`config.mk`:
```
export PLATFORM = sky130hd
export DESIGN_NAME = uart_tx_serializer
export DESIGN_NICKNAME = d
export VERILOG_FILES = /design/src/rtl/uart_tx_pkg.sv /design/src/rtl/uart_baud_counter.sv /design/src/rtl/uart_tx_serializer.sv
export SDC_FILE = /design/constraint.sdc
export NUM_CORES = 1
export LEC_CHECK = 0
export ABC_AREA = 1
export ABC_CLOCK_PERIOD_IN_PS = 2600
export CAP_MARGIN = 20
export CORE_MARGIN = 1.5
export CORE_UTILIZATION = 57
export CTS_BUF_LIST = sky130_fd_sc_hd__clkbuf_4 sky130_fd_sc_hd__clkbuf_8
export DETAILED_ROUTE_END_ITERATION = 16
export GPL_TIMING_DRIVEN = 0
export PLACE_DENSITY = 0.93
export REMOVE_ABC_BUFFERS = 1
export SYNTH_ARGS = -nofsm -noshare
export SYNTH_HDL_FRONTEND = slang
export SYNTH_HIERARCHICAL = 1
export SYNTH_SLANG_ARGS = --single-unit
```
`constraint.sdc`:
```
create_clock -name clk_i -period 2.6 [get_ports clk_i]
set_input_delay 0.26 -clock clk_i [delete_from_list [all_inputs] [get_ports clk_i]]
set_output_delay 0.26 -clock clk_i [all_outputs]
set_load 0.1 [all_outputs]
```
`src/rtl/uart_tx_pkg.sv`:
```
// ---------------------------------------------------------------------------
// uart_tx_pkg
// Shared definitions for the UART transmit path.
//   - State encodings for the serializer FSM (IDLE, START, DATA, PARITY, STOP)
//   - frame_bits(): number of bit periods in one frame for a given config
//   - FRAME_BITS: frame length, in bit periods, for the default configuration
// ---------------------------------------------------------------------------
package uart_tx_pkg;

    localparam logic [2:0] ST_IDLE   = 3'd0;
    localparam logic [2:0] ST_START  = 3'd1;
    localparam logic [2:0] ST_DATA   = 3'd2;
    localparam logic [2:0] ST_PARITY = 3'd3;
    localparam logic [2:0] ST_STOP   = 3'd4;

    typedef enum logic [2:0] {
        IDLE   = ST_IDLE,
        START  = ST_START,
        DATA   = ST_DATA,
        PARITY = ST_PARITY,
        STOP   = ST_STOP
    } tx_state_e;

    localparam int DEF_DATA_SIZE = 8;
    localparam int DEF_PARITY_EN = 0;
    localparam int DEF_STOP_BITS = 1;

    // Start bit + data bits + optional parity + stop bits.
    function automatic int frame_bits(input int data_size,
                                      input int parity_en,
                                      input int stop_bits);
        return 1 + data_size + parity_en + stop_bits;
    endfunction

    localparam int FRAME_BITS = frame_bits(DEF_DATA_SIZE, DEF_PARITY_EN, DEF_STOP_BITS);

endpackage

```
`src/rtl/uart_baud_counter.sv`:
```
// ---------------------------------------------------------------------------
// uart_baud_counter
// Bit-period timer for the UART transmitter. The divisor is latched on
// load_i so that divisor changes only take effect at the next frame start.
// Ports:
//   clk_i   - clock
//   rst_i   - synchronous active-high reset
//   load_i  - restart the count at 0 and latch div_i
//   div_i   - bit period minus one, in clocks
//   tick_o  - high in the last cycle of every bit period
// ---------------------------------------------------------------------------
module uart_baud_counter
    import uart_tx_pkg::*;
#(
    parameter int DIV_WIDTH = 16
) (
    input  logic                 clk_i,
    input  logic                 rst_i,
    input  logic                 load_i,
    input  logic [DIV_WIDTH-1:0] div_i,
    output logic                 tick_o
);

    logic [DIV_WIDTH-1:0] cnt_q, cnt_d;
    logic [DIV_WIDTH-1:0] div_q, div_d;

    assign tick_o = (cnt_q == div_q);

    // The counter wraps at the latched divisor, so every bit lasts div_q+1
    // clocks; a load restarts the first bit of a new frame cleanly.
    always_comb begin
        cnt_d = cnt_q;
        div_d = div_q;
        if (load_i) begin
            cnt_d = '0;
            div_d = div_i;
        end else if (cnt_q == div_q) begin
            cnt_d = '0;
        end else begin
            cnt_d = cnt_q + DIV_WIDTH'(1);
        end
    end

    always_ff @(posedge clk_i) begin
        if (rst_i) begin
            cnt_q <= '0;
            div_q <= '0;
        end else begin
            cnt_q <= cnt_d;
            div_q <= div_d;
        end
    end

endmodule

```
`src/rtl/uart_tx_serializer.sv`:
```
// ---------------------------------------------------------------------------
// uart_tx_serializer
// Reader side of the TX FIFO: pops one character when data is available and
// the transmitter is enabled, and shifts it out as
//   start(0), DATA_SIZE data bits LSB-first, optional parity, STOP_BITS stop(1).
// Ports:
//   clk_i        - clock
//   rst_i        - synchronous active-high reset
//   tx_en_i      - allows new frames to start
//   baud_div_i   - bit period = baud_div_i+1 clocks (latched per frame)
//   fifo_load_i  - FIFO head holds valid data
//   fifo_data_i  - FIFO head data
//   fifo_pull_o  - one-cycle pop strobe to the FIFO
//   uart_tx_o    - serial line, idle high, registered
//   busy_o       - a frame is in progress
//   done_o       - one-cycle pulse right after the last stop bit
// ---------------------------------------------------------------------------
module uart_tx_serializer
    import uart_tx_pkg::*;
#(
    parameter int DATA_SIZE  = 8,
    parameter int DIV_WIDTH  = 16,
    parameter int PARITY_EN  = 0,
    parameter int PARITY_ODD = 0,
    parameter int STOP_BITS  = 1
) (
    input  logic                 clk_i,
    input  logic                 rst_i,
    input  logic                 tx_en_i,
    input  logic [DIV_WIDTH-1:0] baud_div_i,
    input  logic                 fifo_load_i,
    input  logic [DATA_SIZE-1:0] fifo_data_i,
    output logic                 fifo_pull_o,
    output logic                 uart_tx_o,
    output logic                 busy_o,
    output logic                 done_o
);

    localparam int                IDX_W     = (DATA_SIZE > 1) ? $clog2(DATA_SIZE) : 1;
    localparam logic [IDX_W-1:0]  LAST_IDX  = IDX_W'(DATA_SIZE - 1);
    localparam logic              LAST_STOP = 1'(STOP_BITS - 1);

    tx_state_e              state_q, state_d;
    logic [DATA_SIZE-1:0]   shift_q, shift_d;
    logic [IDX_W-1:0]       bit_idx_q, bit_idx_d;
    logic                   stop_idx_q, stop_idx_d;
    logic                   parity_q, parity_d;
    logic                   tx_q, tx_d;
    logic                   done_q, done_d;

    logic                   tick_w;
    logic                   last_stop_w;
    logic                   take_w;

    uart_baud_counter #(
        .DIV_WIDTH (DIV_WIDTH)
    ) u_baud (
        .clk_i  (clk_i),
        .rst_i  (rst_i),
        .load_i (take_w),
        .div_i  (baud_div_i),
        .tick_o (tick_w)
    );

    // A new character may be taken when idle, or in the final cycle of the
    // last stop bit so that back-to-back frames have no idle gap. Reset
    // masks the pop so no character is lost while the FSM is being cleared.
    assign last_stop_w = (state_q == STOP) && tick_w && (stop_idx_q == LAST_STOP);
    assign take_w      = !rst_i && tx_en_i && fifo_load_i &&
                         ((state_q == IDLE) || last_stop_w);

    assign fifo_pull_o = take_w;
    assign uart_tx_o   = tx_q;
    assign busy_o      = (state_q != IDLE);
    assign done_o      = done_q;

    // Next-state logic. The line value is computed one cycle ahead so that
    // uart_tx_o comes straight from a flop and changes exactly on the bit
    // boundary. The shift register is shifted as each bit is handed to the
    // line, so bit 0 of shift_q is always the next data bit to send.
    always_comb begin
        state_d    = state_q;
        shift_d    = shift_q;
        bit_idx_d  = bit_idx_q;
        stop_idx_d = stop_idx_q;
        parity_d   = parity_q;
        tx_d       = tx_q;
        done_d     = 1'b0;

        case (state_q)
            IDLE: begin
                tx_d = 1'b1;
                if (take_w) begin
                    state_d  = START;
                    shift_d  = fifo_data_i;
                    parity_d = (^fifo_data_i) ^ (PARITY_ODD != 0);
                    tx_d     = 1'b0;
                end
            end

            START: begin
                if (tick_w) begin
                    state_d   = DATA;
                    bit_idx_d = '0;
                    tx_d      = shift_q[0];
                    shift_d   = shift_q >> 1;
                end
            end

            DATA: begin
                if (tick_w) begin
                    if (bit_idx_q == LAST_IDX) begin
                        if (PARITY_EN != 0) begin
                            state_d = PARITY;
                            tx_d    = parity_q;
                        end else begin
                            state_d    = STOP;
                            stop_idx_d = 1'b0;
                            tx_d       = 1'b1;
                        end
                    end else begin
                        bit_idx_d = bit_idx_q + IDX_W'(1);
                        tx_d      = shift_q[0];
                        shift_d   = shift_q >> 1;
                    end
                end
            end

            PARITY: begin
                if (tick_w) begin
                    state_d    = STOP;
                    stop_idx_d = 1'b0;
                    tx_d       = 1'b1;
                end
            end

            STOP: begin
                if (tick_w) begin
                    if (stop_idx_q == LAST_STOP) begin
                        done_d = 1'b1;
                        if (take_w) begin
                            state_d  = START;
                            shift_d  = fifo_data_i;
                            parity_d = (^fifo_data_i) ^ (PARITY_ODD != 0);
                            tx_d     = 1'b0;
                        end else begin
                            state_d = IDLE;
                            tx_d    = 1'b1;
                        end
                    end else begin
                        stop_idx_d = 1'b1;
                    end
                end
            end

            default: begin
                state_d = IDLE;
                tx_d    = 1'b1;
            end
        endcase
    end

    // All state and registered outputs; reset aborts any frame in progress
    // without a done pulse and returns the line to idle-high.
    always_ff @(posedge clk_i) begin
        if (rst_i) begin
            state_q    <= IDLE;
            shift_q    <= '0;
            bit_idx_q  <= '0;
            stop_idx_q <= 1'b0;
            parity_q   <= 1'b0;
            tx_q       <= 1'b1;
            done_q     <= 1'b0;
        end else begin
            state_q    <= state_d;
            shift_q    <= shift_d;
            bit_idx_q  <= bit_idx_d;
            stop_idx_q <= stop_idx_d;
            parity_q   <= parity_d;
            tx_q       <= tx_d;
            done_q     <= done_d;
        end
    end

endmodule
```
==> results by group <==
Finish
  • Layout fillers: 342
  • Finished Core Util: between 60% and 70%
  • Multi-input gate area: around 1300 sq um
  • Antenna cells: 0
  • FF/Latch Area: 966 sq um
  • Area growth syn-to-layout: 18.0%
  • Commonest non-fill, non-tap cell in the layout: nand2_1
  • Final nets: 445
  • Finished Layout Cells: roughly 470
  • Most frequent cells in the layout: nand2_1 (104), nor2_1 (67), inv_1 (49), dfxtp_1 (44), clkdlybuf4s50_1 (29)
  • Layout cell share with drive strength beyond 1: a little under an eighth

STA
  • Final setup TNS: 0 ps
  • Final Hold Vio Count: 0
  • Tmin final: approximately 2500 ps
  • RSZ-0062 raised after global routing: false
  • Final period util: 96.0%
  • Final setup margin: 105 ps
  • Worst Tran Pin Value: approximately 970 ps
  • Relative slew slack: 35.4%
  • Final setup viols: 0
  • Maximum clock frequency: 401 MHz
  • Clk_skew: roughly 8.1 ps
  • Max-slew violations: 0
  • Hold WS: between 400 and 500 ps

Floorplanning
  • Rows: 24
  • Chip width: 70.0 um
  • Top Ports: 32
  • DIE AREA: 4900 sq um
  • Initial Util: roughly 59%
  • Core area: 4320 sq um
  • Die Ht: 70.0 um

Pwr
  • Power Density: ~830 nW/um^2
  • P_leak: approximately 1.3 nW
  • Peak supply drop: 412 uV

Clocking
  • CTS Buf Count: 5
  • CTS tree: built
  • Clock latency at the later pin of the worst-skew pair: around 310 ps
  • CTS sink cnt: 48
  • H-tree depth: 2
  • Worst-path clk slew: roughly 80 ps
  • Root buffer cell: clkbuf_8
  • # hold bufs at CTS: 0
  • Max Root-Sink Buffers: 2

Logic synthesis
  • Post-synthesis cell type count: 33
  • Avg Cell Area, Syn: 6.69 sq um
  • Synthesized area: about 2600 sq um
  • Flops & latches, synth: 48
  • Gate Count Post-Synth: between 300 and 400
  • Seq/Total Area, Yosys: 37.6%
  • Yosys warns: 6

Placed design
  • Placer's final routability congestion estimate: 0.900
  • Port bufs: 31
  • Place WS: -648 ps
  • Post-DP HPWL: 3700 um
  • Placed insts: 456

Critical path
  • Worst Path Required: ~2300 ps
  • Buffers and inverters on the worst path: 2
  • CP Capture Type: primary output
  • Cells along the critical path: inv_2, nand2_1, clkdlybuf4s50_1
  • Worst Path Arrival: 2230 ps
  • Crit Path Category: flop to primary output
  • Max incr delay on CP: between 1000 and 1500 ps
  • Slowest library cell on the worst path: clkdlybuf4s50_1
  • Top Family by Delay on Critical Path: buffers and inverters
  • Crit path launch type: flop
  • Crit-path max FO: 6

GRT
  • Initial antenna violation count: 0
  • GR Util All Layers: 22.2%
  • First-pass GRT wire length: 8950 um
  • Vias in the first global route: 2097
  • Grt total ovfl: 0
  • Largest net degree at the start of global routing: 31

Drt
  • Drt initial violations: between 150 and 200
  • Via density: ~5.2
  • Final ANT Viol Nets: 0
  • DR pass1 iterations: 5
  • Remaining DRCs: 0
  • WL per Instance: roughly 12 um
  • WL final: 5440 um
  • Vias post-DR: 2414

Worst hold path
  • Hold crit path type: flop to flop

Run
  • Number of max-cap violations: 0

Outcome
  • Status: completed
final cells by class:
cell class / instances / share of cell area [%]
multi-input cells: 267 / 43.7
well taps: 52 / 2.16
inverters: 58 / 7.55
clock inverters: 1 / 0.249
repair inverters: 1 / 0.249
flip-flops and latches: 48 / 32.0
repair buffers: 33 / 11.1
clock buffers: 7 / 2.99
per-stage QoR:
step,total power [W],area (sq um)
after floorplan,0.00177,2500
after global placement,0.00196,2880
after detailed placement,0.00200,2880
after CTS,0.00247,2970
after global routing,0.00269,3020
final,0.00249,3020
path summary, 6_finish.rpt:
kind / start / endpoint / slack [ps] / cells after the start
min: bit_idx_q[0]$_SDFFE_PP0P_ / bit_idx_q[0]$_SDFFE_PP0P_ / 470 / 1
min reg2reg: bit_idx_q[0]$_SDFFE_PP0P_ / bit_idx_q[0]$_SDFFE_PP0P_ / 470 / 1
max: state_q[2]$_SDFFE_PP0P_ / busy_o / 110 / 3
max reg2reg: u_baud/cnt_q[10]$_SDFF_PP0_ / u_baud/cnt_q[2]$_SDFF_PP0_ / 240 / 16
where the power goes:
part | internal, W | switching [W]
sequential | 0.000856 | 0.0000760
combinational | 0.000353 | 0.000729
clock | 0.000227 | 0.000249
total | 0.00144 | 0.00105
what timing repair did:
action,4_1_cts,5_1_grt
setup buffers,0,2
endpoints found under the hold margin,0,0
gates cloned,0,1
gates resized for setup,7,10
endpoints found under the setup margin,5,17
registers in the layout (all words and copies together), names as in the netlist:
name and flops:
bit_idx_q 3, shift_q 8, u_baud/cnt_q 16, uart_tx_o 1
u_baud/div_q 16, state_q 3, done_o 1
metal layers:
metal	vias to the layer above	global-route usage, %	wire [um]
li1	1246	-	-
met1	1088	27.4	2460
met2	66	37.9	2620
met3	14	4.47	250
met4	0	8.55	110
met5	-	0	0
cells in the mapped netlist, drive strengths merged:
cell / n / area (sq um)
a211oi: 14 / 105
a21oi: 9 / 45.0
a31oi: 1 / 6.26
and2: 1 / 8.76
buf: 4 / 38.8
clkbuf: 5 / 18.8
dfxtp: 48 / 961
ha: 3 / 37.5
inv: 58 / 220
nand2: 112 / 455
nand3: 18 / 118
nand3b: 1 / 7.51
nand4: 4 / 25.0
nor2: 76 / 318
nor3: 5 / 36.3
nor4: 1 / 6.26
o21a: 1 / 7.51
o21ai: 11 / 55.1
xnor2: 1 / 8.76
xor2: 9 / 78.8
kinds of logic after synthesis:
kind of cell             after synthesis  synth area share [%]
flip-flops                            48                  37.6
XOR/XNOR                              10                  3.42
AND/OR/NAND/NOR                      218                  38.1
buffers and inverters                 67                  10.9
adder cells (fa/ha/maj)                3                  1.47
AO/OA/AOI/OAI                         36                  8.56
No activity file was read; power rests on OpenSTA's default activity.
